### src/rtl/riscv_pipe_pkg.sv
// Shared pipeline definitions: ALU op codes, MEM-stage FSM encoding and op helpers.
package riscv_pipe_pkg;

  localparam logic [4:0] OP_ADD = 5'b00000;
  localparam logic [4:0] OP_SUB = 5'b00001;
  localparam logic [4:0] OP_AND = 5'b00010;
  localparam logic [4:0] OP_OR  = 5'b00011;
  localparam logic [4:0] OP_XOR = 5'b00100;
  localparam logic [4:0] OP_SLT = 5'b00101;
  localparam logic [4:0] OP_BEQ = 5'b10000;
  localparam logic [4:0] OP_BLT = 5'b10001;
  localparam logic [4:0] OP_JAL = 5'b10010;
  localparam logic [4:0] OP_LW  = 5'b10100;
  localparam logic [4:0] OP_SW  = 5'b10101;

  localparam logic [0:0] IDLE = 1'b0;
  localparam logic [0:0] BUSY = 1'b1;

  function automatic logic is_mem_op(input logic [4:0] op);
    return (op == OP_LW) || (op == OP_SW);
  endfunction

endpackage

### src/rtl/mem_access_stage_if.sv
// Data-memory req/ready port between the MEM stage (master) and the memory (slave).
interface mem_access_stage_if;
  logic        dmem_req_o;
  logic        dmem_we_o;
  logic [31:0] dmem_addr_o;
  logic [31:0] dmem_wdata_o;
  logic [31:0] dmem_rdata_i;
  logic        dmem_ready_i;

  modport master (
    output dmem_req_o, dmem_we_o, dmem_addr_o, dmem_wdata_o,
    input  dmem_rdata_i, dmem_ready_i
  );

  modport slave (
    input  dmem_req_o, dmem_we_o, dmem_addr_o, dmem_wdata_o,
    output dmem_rdata_i, dmem_ready_i
  );
endinterface

### src/rtl/mem_access_stage_timeout_cnt.sv
// Clear/enable wait counter; expire is asserted in the last allowed wait cycle.
module mem_timeout_cnt #(
  parameter int unsigned LIMIT = 255
) (
  input  logic clk,
  input  logic rst,
  input  logic clear,
  input  logic enable,
  output logic expire
);

  generate
    if (LIMIT == 0) begin : g_off
      assign expire = 1'b0;
    end else begin : g_on
      localparam int unsigned W = $clog2(LIMIT + 1);
      localparam logic [W-1:0] LAST = W'(LIMIT - 1);
      logic [W-1:0] cnt;

      always_ff @(posedge clk) begin
        if (rst || clear) begin
          cnt <= '0;
        end else if (enable) begin
          cnt <= cnt + W'(1);
        end
      end

      assign expire = enable && (cnt == LAST);
    end
  endgenerate

endmodule

### src/rtl/mem_access_stage.sv
// MEM pipeline stage: issues lw/sw on the dmem port, registers writeback fields, stalls upstream.
// Optional MEM_ALIGN_CHECK_EN: misaligned lw/sw are rejected with mem_err_o instead of issued.
module mem_access_stage
  import riscv_pipe_pkg::*;
#(
  parameter int unsigned TIMEOUT_CYCLES = 255
) (
  input  logic                      clk,
  input  logic                      rst,
  input  logic                      in_valid,
  input  logic [4:0]                ALUop_i,
  input  logic [31:0]               MemAddr_i,
  input  logic [31:0]               StoreData_i,
  input  logic [31:0]               WriteData_i,
  input  logic [4:0]                WriteDataNum_i,
  input  logic                      WriteReg_i,
  mem_access_stage_if.master        dmem,
  output logic                      out_valid_o,
  output logic                      WriteReg_o,
  output logic [4:0]                WriteDataNum_o,
  output logic [31:0]               WriteData_o,
  output logic                      StallReq_o,
  output logic                      mem_err_o
);

  logic [0:0]  state;
  logic        we_q;
  logic [31:0] addr_q;
  logic [31:0] wdata_q;
  logic [4:0]  rd_q;
  logic        wr_q;
  logic        is_mem;
  logic        misaligned;
  logic        go_busy;
  logic        expire;

  always_comb begin
    is_mem = is_mem_op(ALUop_i);
`ifdef MEM_ALIGN_CHECK_EN
    misaligned = (MemAddr_i[1:0] != 2'b00);
`else
    misaligned = 1'b0;
`endif
    go_busy    = (state == IDLE) && in_valid && is_mem && !misaligned;
    // A rejected misaligned op completes in one cycle, so it must not freeze upstream.
    StallReq_o = go_busy || ((state == BUSY) && !dmem.dmem_ready_i);
  end

  mem_timeout_cnt #(.LIMIT(TIMEOUT_CYCLES)) u_timeout (
    .clk    (clk),
    .rst    (rst),
    .clear  (state == IDLE),
    .enable ((state == BUSY) && !dmem.dmem_ready_i),
    .expire (expire)
  );

  always_ff @(posedge clk) begin
    if (rst) begin
      state          <= IDLE;
      we_q           <= 1'b0;
      addr_q         <= '0;
      wdata_q        <= '0;
      rd_q           <= '0;
      wr_q           <= 1'b0;
      out_valid_o    <= 1'b0;
      WriteReg_o     <= 1'b0;
      WriteDataNum_o <= '0;
      WriteData_o    <= '0;
      mem_err_o      <= 1'b0;
    end else begin
      out_valid_o <= 1'b0;
      mem_err_o   <= 1'b0;
      if (state == IDLE) begin
        if (in_valid) begin
          if (!is_mem) begin
            out_valid_o    <= 1'b1;
            WriteReg_o     <= WriteReg_i && (WriteDataNum_i != '0);
            WriteDataNum_o <= WriteDataNum_i;
            WriteData_o    <= WriteData_i;
          end else if (misaligned) begin
            out_valid_o    <= 1'b1;
            mem_err_o      <= 1'b1;
            WriteReg_o     <= 1'b0;
            WriteDataNum_o <= WriteDataNum_i;
            WriteData_o    <= '0;
          end else begin
            state   <= BUSY;
            we_q    <= (ALUop_i == OP_SW);
            addr_q  <= MemAddr_i & 32'hFFFF_FFFC;
            wdata_q <= StoreData_i;
            rd_q    <= WriteDataNum_i;
            wr_q    <= (ALUop_i == OP_LW) && WriteReg_i && (WriteDataNum_i != '0);
          end
        end
      end else begin
        if (dmem.dmem_ready_i) begin
          state          <= IDLE;
          out_valid_o    <= 1'b1;
          WriteReg_o     <= wr_q;
          WriteDataNum_o <= rd_q;
          WriteData_o    <= we_q ? '0 : dmem.dmem_rdata_i;
        end else if (expire) begin
          state          <= IDLE;
          out_valid_o    <= 1'b1;
          mem_err_o      <= 1'b1;
          WriteReg_o     <= 1'b0;
          WriteDataNum_o <= rd_q;
          WriteData_o    <= '0;
        end
      end
    end
  end

  assign dmem.dmem_req_o   = (state == BUSY);
  assign dmem.dmem_we_o    = we_q;
  assign dmem.dmem_addr_o  = addr_q;
  assign dmem.dmem_wdata_o = wdata_q;

endmodule

### src/flat_wrapper.sv
// flat-port wrapper written by rule: the top's interface ports become plain ports
module mem_access_stage_flat import riscv_pipe_pkg::*;
#(
  parameter int unsigned TIMEOUT_CYCLES = 255
)
  (clk, rst, in_valid, ALUop_i, MemAddr_i, StoreData_i, WriteData_i, WriteDataNum_i, WriteReg_i, out_valid_o, WriteReg_o, WriteDataNum_o, WriteData_o, StallReq_o, mem_err_o, dmem_dmem_req_o, dmem_dmem_we_o, dmem_dmem_addr_o, dmem_dmem_wdata_o, dmem_dmem_rdata_i, dmem_dmem_ready_i);
  mem_access_stage_if dmem_i ();
  input  logic clk;
  input  logic rst;
  input  logic in_valid;
  input  logic [4:0] ALUop_i;
  input  logic [31:0] MemAddr_i;
  input  logic [31:0] StoreData_i;
  input  logic [31:0] WriteData_i;
  input  logic [4:0] WriteDataNum_i;
  input  logic WriteReg_i;
  output logic out_valid_o;
  output logic WriteReg_o;
  output logic [4:0] WriteDataNum_o;
  output logic [31:0] WriteData_o;
  output logic StallReq_o;
  output logic mem_err_o;
  output wire logic [$bits(dmem_i.dmem_req_o)-1:0] dmem_dmem_req_o;
  output wire logic [$bits(dmem_i.dmem_we_o)-1:0] dmem_dmem_we_o;
  output wire logic [$bits(dmem_i.dmem_addr_o)-1:0] dmem_dmem_addr_o;
  output wire logic [$bits(dmem_i.dmem_wdata_o)-1:0] dmem_dmem_wdata_o;
  input wire logic [$bits(dmem_i.dmem_rdata_i)-1:0] dmem_dmem_rdata_i;
  input wire logic [$bits(dmem_i.dmem_ready_i)-1:0] dmem_dmem_ready_i;
  assign dmem_dmem_req_o = dmem_i.dmem_req_o;
  assign dmem_dmem_we_o = dmem_i.dmem_we_o;
  assign dmem_dmem_addr_o = dmem_i.dmem_addr_o;
  assign dmem_dmem_wdata_o = dmem_i.dmem_wdata_o;
  assign dmem_i.dmem_rdata_i = dmem_dmem_rdata_i;
  assign dmem_i.dmem_ready_i = dmem_dmem_ready_i;
  mem_access_stage #(.TIMEOUT_CYCLES(TIMEOUT_CYCLES)) u_core (.clk(clk), .rst(rst), .in_valid(in_valid), .ALUop_i(ALUop_i), .MemAddr_i(MemAddr_i), .StoreData_i(StoreData_i), .WriteData_i(WriteData_i), .WriteDataNum_i(WriteDataNum_i), .WriteReg_i(WriteReg_i), .dmem(dmem_i), .out_valid_o(out_valid_o), .WriteReg_o(WriteReg_o), .WriteDataNum_o(WriteDataNum_o), .WriteData_o(WriteData_o), .StallReq_o(StallReq_o), .mem_err_o(mem_err_o));
endmodule
### config.mk
export PLATFORM = sky130hd
export DESIGN_NAME = mem_access_stage_flat
export DESIGN_NICKNAME = d
export VERILOG_FILES = /design/src/rtl/riscv_pipe_pkg.sv /design/src/rtl/mem_access_stage_if.sv /design/src/rtl/mem_access_stage_timeout_cnt.sv /design/src/rtl/mem_access_stage.sv /design/src/flat_wrapper.sv
export SDC_FILE = /design/constraint.sdc
export NUM_CORES = 1
export LEC_CHECK = 0
export ABC_AREA = 1
export ABC_CLOCK_PERIOD_IN_PS = 1800
export BUFFER_PORTS_ARGS = -buffer_cell sky130_fd_sc_hd__buf_2
export CAP_MARGIN = 20
export CORE_MARGIN = 2
export CORE_UTILIZATION = 40
export CTS_CLUSTER_DIAMETER = 200
export DETAILED_ROUTE_END_ITERATION = 7
export PLACE_DENSITY = 0.83
export SLEW_MARGIN = 25
export SYNTH_ARGS = -nofsm -noshare
export SYNTH_HDL_FRONTEND = slang
export SYNTH_SLANG_ARGS = --single-unit
### constraint.sdc
create_clock -name clk -period 1.8 [get_ports clk]
set_clock_uncertainty 0.2 [all_clocks]
set_input_delay 0.09 -clock clk [delete_from_list [all_inputs] [get_ports clk]]
set_output_delay 0.09 -clock clk [all_outputs]
set_load 0.02 [all_outputs]
==> impl_metrics.tcl <==
set metrics [dict create \
    status "completed" \
    final_cells 1263 \
    grt_max_degree 60 \
    yosys.cell_count.top_type "a21oi_1" \
    num_io_pins 250 \
    drc 0 \
    worst-path-stages 7 \
    drt_pass1_iterations 5 \
    cp_max_fo 18 \
    hp-class "input port to register" \
    crit_type "input port to output pin" \
    start_kind "input port" \
    die_h_microns 117 \
    cts_max_path_buffers 2 \
    clk_pin_slew_ns 0.05 \
    use_met3_pct 9.01 \
    drtIter0Drc 463 \
    synth_seq_cells 118 \
    clkSinkCount 118 \
    final_nets 1224 \
    wl_per_cell_microns 15.1 \
    fin_crit_sh_pct 99.0 \
    seq_area_frac_synth_pct 46.3 \
    use_met2_pct 43.9 \
    cp-end-kind "output pin" \
    yosysTopAreaCellShare_pct 46.3 \
    rows 41 \
    power_leakage_nw 4.04 \
    fin_ws_ns 0.0181 \
    ys_warn_count 0 \
    synth_area_per_cell_sq_um 7.21 \
    die_x_microns 117 \
    max_freq_mhz 561 \
    yosysTopAreaCell "dfxtp_1" \
    via_per_inst 4.95 \
    gr-max-usage-layer "met2" \
    drive_gt1_share_pct 28.0 \
    syn-cell-area_sq_um 5100 \
    fill_cells 894 \
    hold_viol_final 0 \
    rrSetupSlack_ns 0.14 \
    core_sq_um 12500 \
    setup_viol 0 \
    power.density_nw_per_um2 832 \
    grt_pass1_wl_microns 27200 \
    crit_end "StallReq_o" \
    drv_cap 0 \
    yosys.cell_types.count 27 \
    grtUsageMet1_pct 29.5 \
    synth_commonest_cells "a21oi_1, dfxtp_1, nand2_1" \
    areaGrowthSynthToFinish_pct 66.5 \
    slew_violations 0 \
    synthArstFlopShare_pct 0 \
    track_usage_pct 25.9 \
    cts-root-buf "clkbuf_16" \
    place_hpwl_microns 9960 \
    crit_top_cell "buf_2" \
    worst-path-buf-inv 4 \
    antenna_found_initial 0 \
    grt_pass1_vias 5629 \
    synth-edff-count 0 \
    r2r-start "u_core.u_timeout.g_on.cnt[0]" \
    multi_input_area_sq_um 2140 \
    rr_worst_depth 9 \
    clkLatencyLatePin_ns 0.41 \
    seqCellArea_sq_um 2360 \
    overflow 0 \
    cts_tree "built" \
    period_needed_ns 1.78 \
    hold_ws_ns 0.0768 \
    start_util_pct 40.8 \
    crit_start "ALUop_i[1]" \
    synth_flop_cell "dfxtp_1" \
    final_antenna_net_count 0 \
    tritoncts.num_buffers 17 \
    slowest_delay_ns 0.57 \
    synthCells 708 \
    pre_cts_slack_ns 0.150 \
    critPathSlowestCell "dlygate4sd3_1" \
    r2r_end "u_core.WriteData_o[2]" \
    die_area_sq_um 13700 \
    final_core_util_pct 67.9 \
    vias 6250 \
    wl_microns 19100 \
    synth_area_leaders "dfxtp_1, a21oi_1, nand2_1" \
    cp_top_family "buffers and inverters" \
    h-tree-depth 4 \
    diodes 0 \
    worstPathArrival_ns 1.49 \
    finalSetupTns_ns 0 \
    dp_cells 1092 \
    port_buffers 245 \
    crit_required_ns 1.51 \
    gp_congestion 0.849 \
    path_cells "dlygate4sd3_1 > buf_2 > nor2_2 > nand4_4 > buf_8 > nand2_1 > buf_2" \
    ir_worst_vdd_mv 0.895 \
]
-- layout make-up --
cell class	count	area share, %
tap	172	2.53
sequential	118	27.8
inverter	82	3.62
clock buffer	22	5.35
timing repair buffer	405	34.3
multi-input combinational	455	25.2
clock inverter	9	1.22
-- state kept, by name, indices dropped and copies added (netlist names), 5 cells and up --
register                   count
u_core.WriteData_o            32
u_core.dmem.dmem_wdata_o      32
u_core.dmem.dmem_addr_o       30
u_core.rd_q                    5
u_core.u_timeout.g_on.cnt      8
u_core.WriteDataNum_o          5
-- logic make-up after synthesis --
family,share of synthesized area (%)
fa+ha+maj,0.490
other cells,0.0735
flops,46.3
mux,0.785
compound gates,21.1
simple gates,19.1
buf+inv,12.2
-- metal layers --
metal,vias up,wire length (microns)
met2,354,9080
met4,0,552
met3,47,1940
li1,3028,-
met1,2821,7480
met5,-,0
-- worst min path at each step --
stage	endpoint	cells past startpoint	slack, ns	startpoint
6_report	u_core.dmem.dmem_wdata_o[2]	6	0.08	ALUop_i[2]
5_1_grt	u_core.dmem.dmem_wdata_o[4]	6	0.12	ALUop_i[2]
4_1_cts	u_core.dmem.dmem_wdata_o[1]	5	0.04	ALUop_i[3]
3_5_place_dp	u_core.dmem.dmem_wdata_o[9]	3	0.17	StoreData_i[9]
3_3_place_gp	u_core.dmem.dmem_wdata_o[18]	3	0.16	StoreData_i[18]
2_1_floorplan	u_core.u_timeout.g_on.cnt[0]	2	0.06	dmem_dmem_ready_i
-- what timing repair did --
action | CTS | global route
hold buffers | 135 | 3
setup buffers | 0 | 1
pin swaps | 1 | 0
endpoints found under the setup margin | 1 | 9
hold endpoints to repair | 111 | 9
resized for setup | 2 | 2
gates cloned | 0 | 1
-- layout by cell type (no fill, tap or decap), types with 2 or more instances in the layout --
cell	instances
bufinv_16	2
dfxtp_1	117
a21oi_1	140
conb_1	2
dlygate4sd3_1	138
clkinv_2	4
nand3_1	41
buf_4	11
nand4_1	2
buf_2	245
nor3_1	2
nand2_1	92
mux2i_1	4
clkinvlp_4	2
clkbuf_16	18
nand2_2	2
inv_2	4
o21ai_0	66
buf_12	9
nor2_1	90
inv_1	78
clkbuf_1	4
a211oi_1	5
ha_1	2
-- worst reg2reg max path, stage by stage, from the launching register on --
cell	delay, ns
dfxtp_1	0.33
inv_1	0.05
ha_1	0.19
inv_1	0.07
nor2_1	0.04
nand2_1	0.10
nand3_4	0.13
clkbuf_16	0.22
a21oi_1	0.15
nor2_1	0.06
-- report_power, final --
part	total [mW]	internal (mW)	switching, mW	leakage [nW]
Sequential	2.77	2.72	0.0536	0.964
Combinational	1.06	0.528	0.536	2.81
Clock	3.23	2.05	1.17	0.270
Total	7.07	5.30	1.76	4.04
-- stage by stage --
stage / total power [mW] / area (sq um)
3_5_place_dp: 3.60 / 6510
6_report: 7.07 / 8500
5_1_grt: 7.32 / 8500
3_3_place_gp: 3.59 / 6510
2_1_floorplan: 3.27 / 5110
4_1_cts: 7.03 / 8430
(Power assumes the default switching activity.)
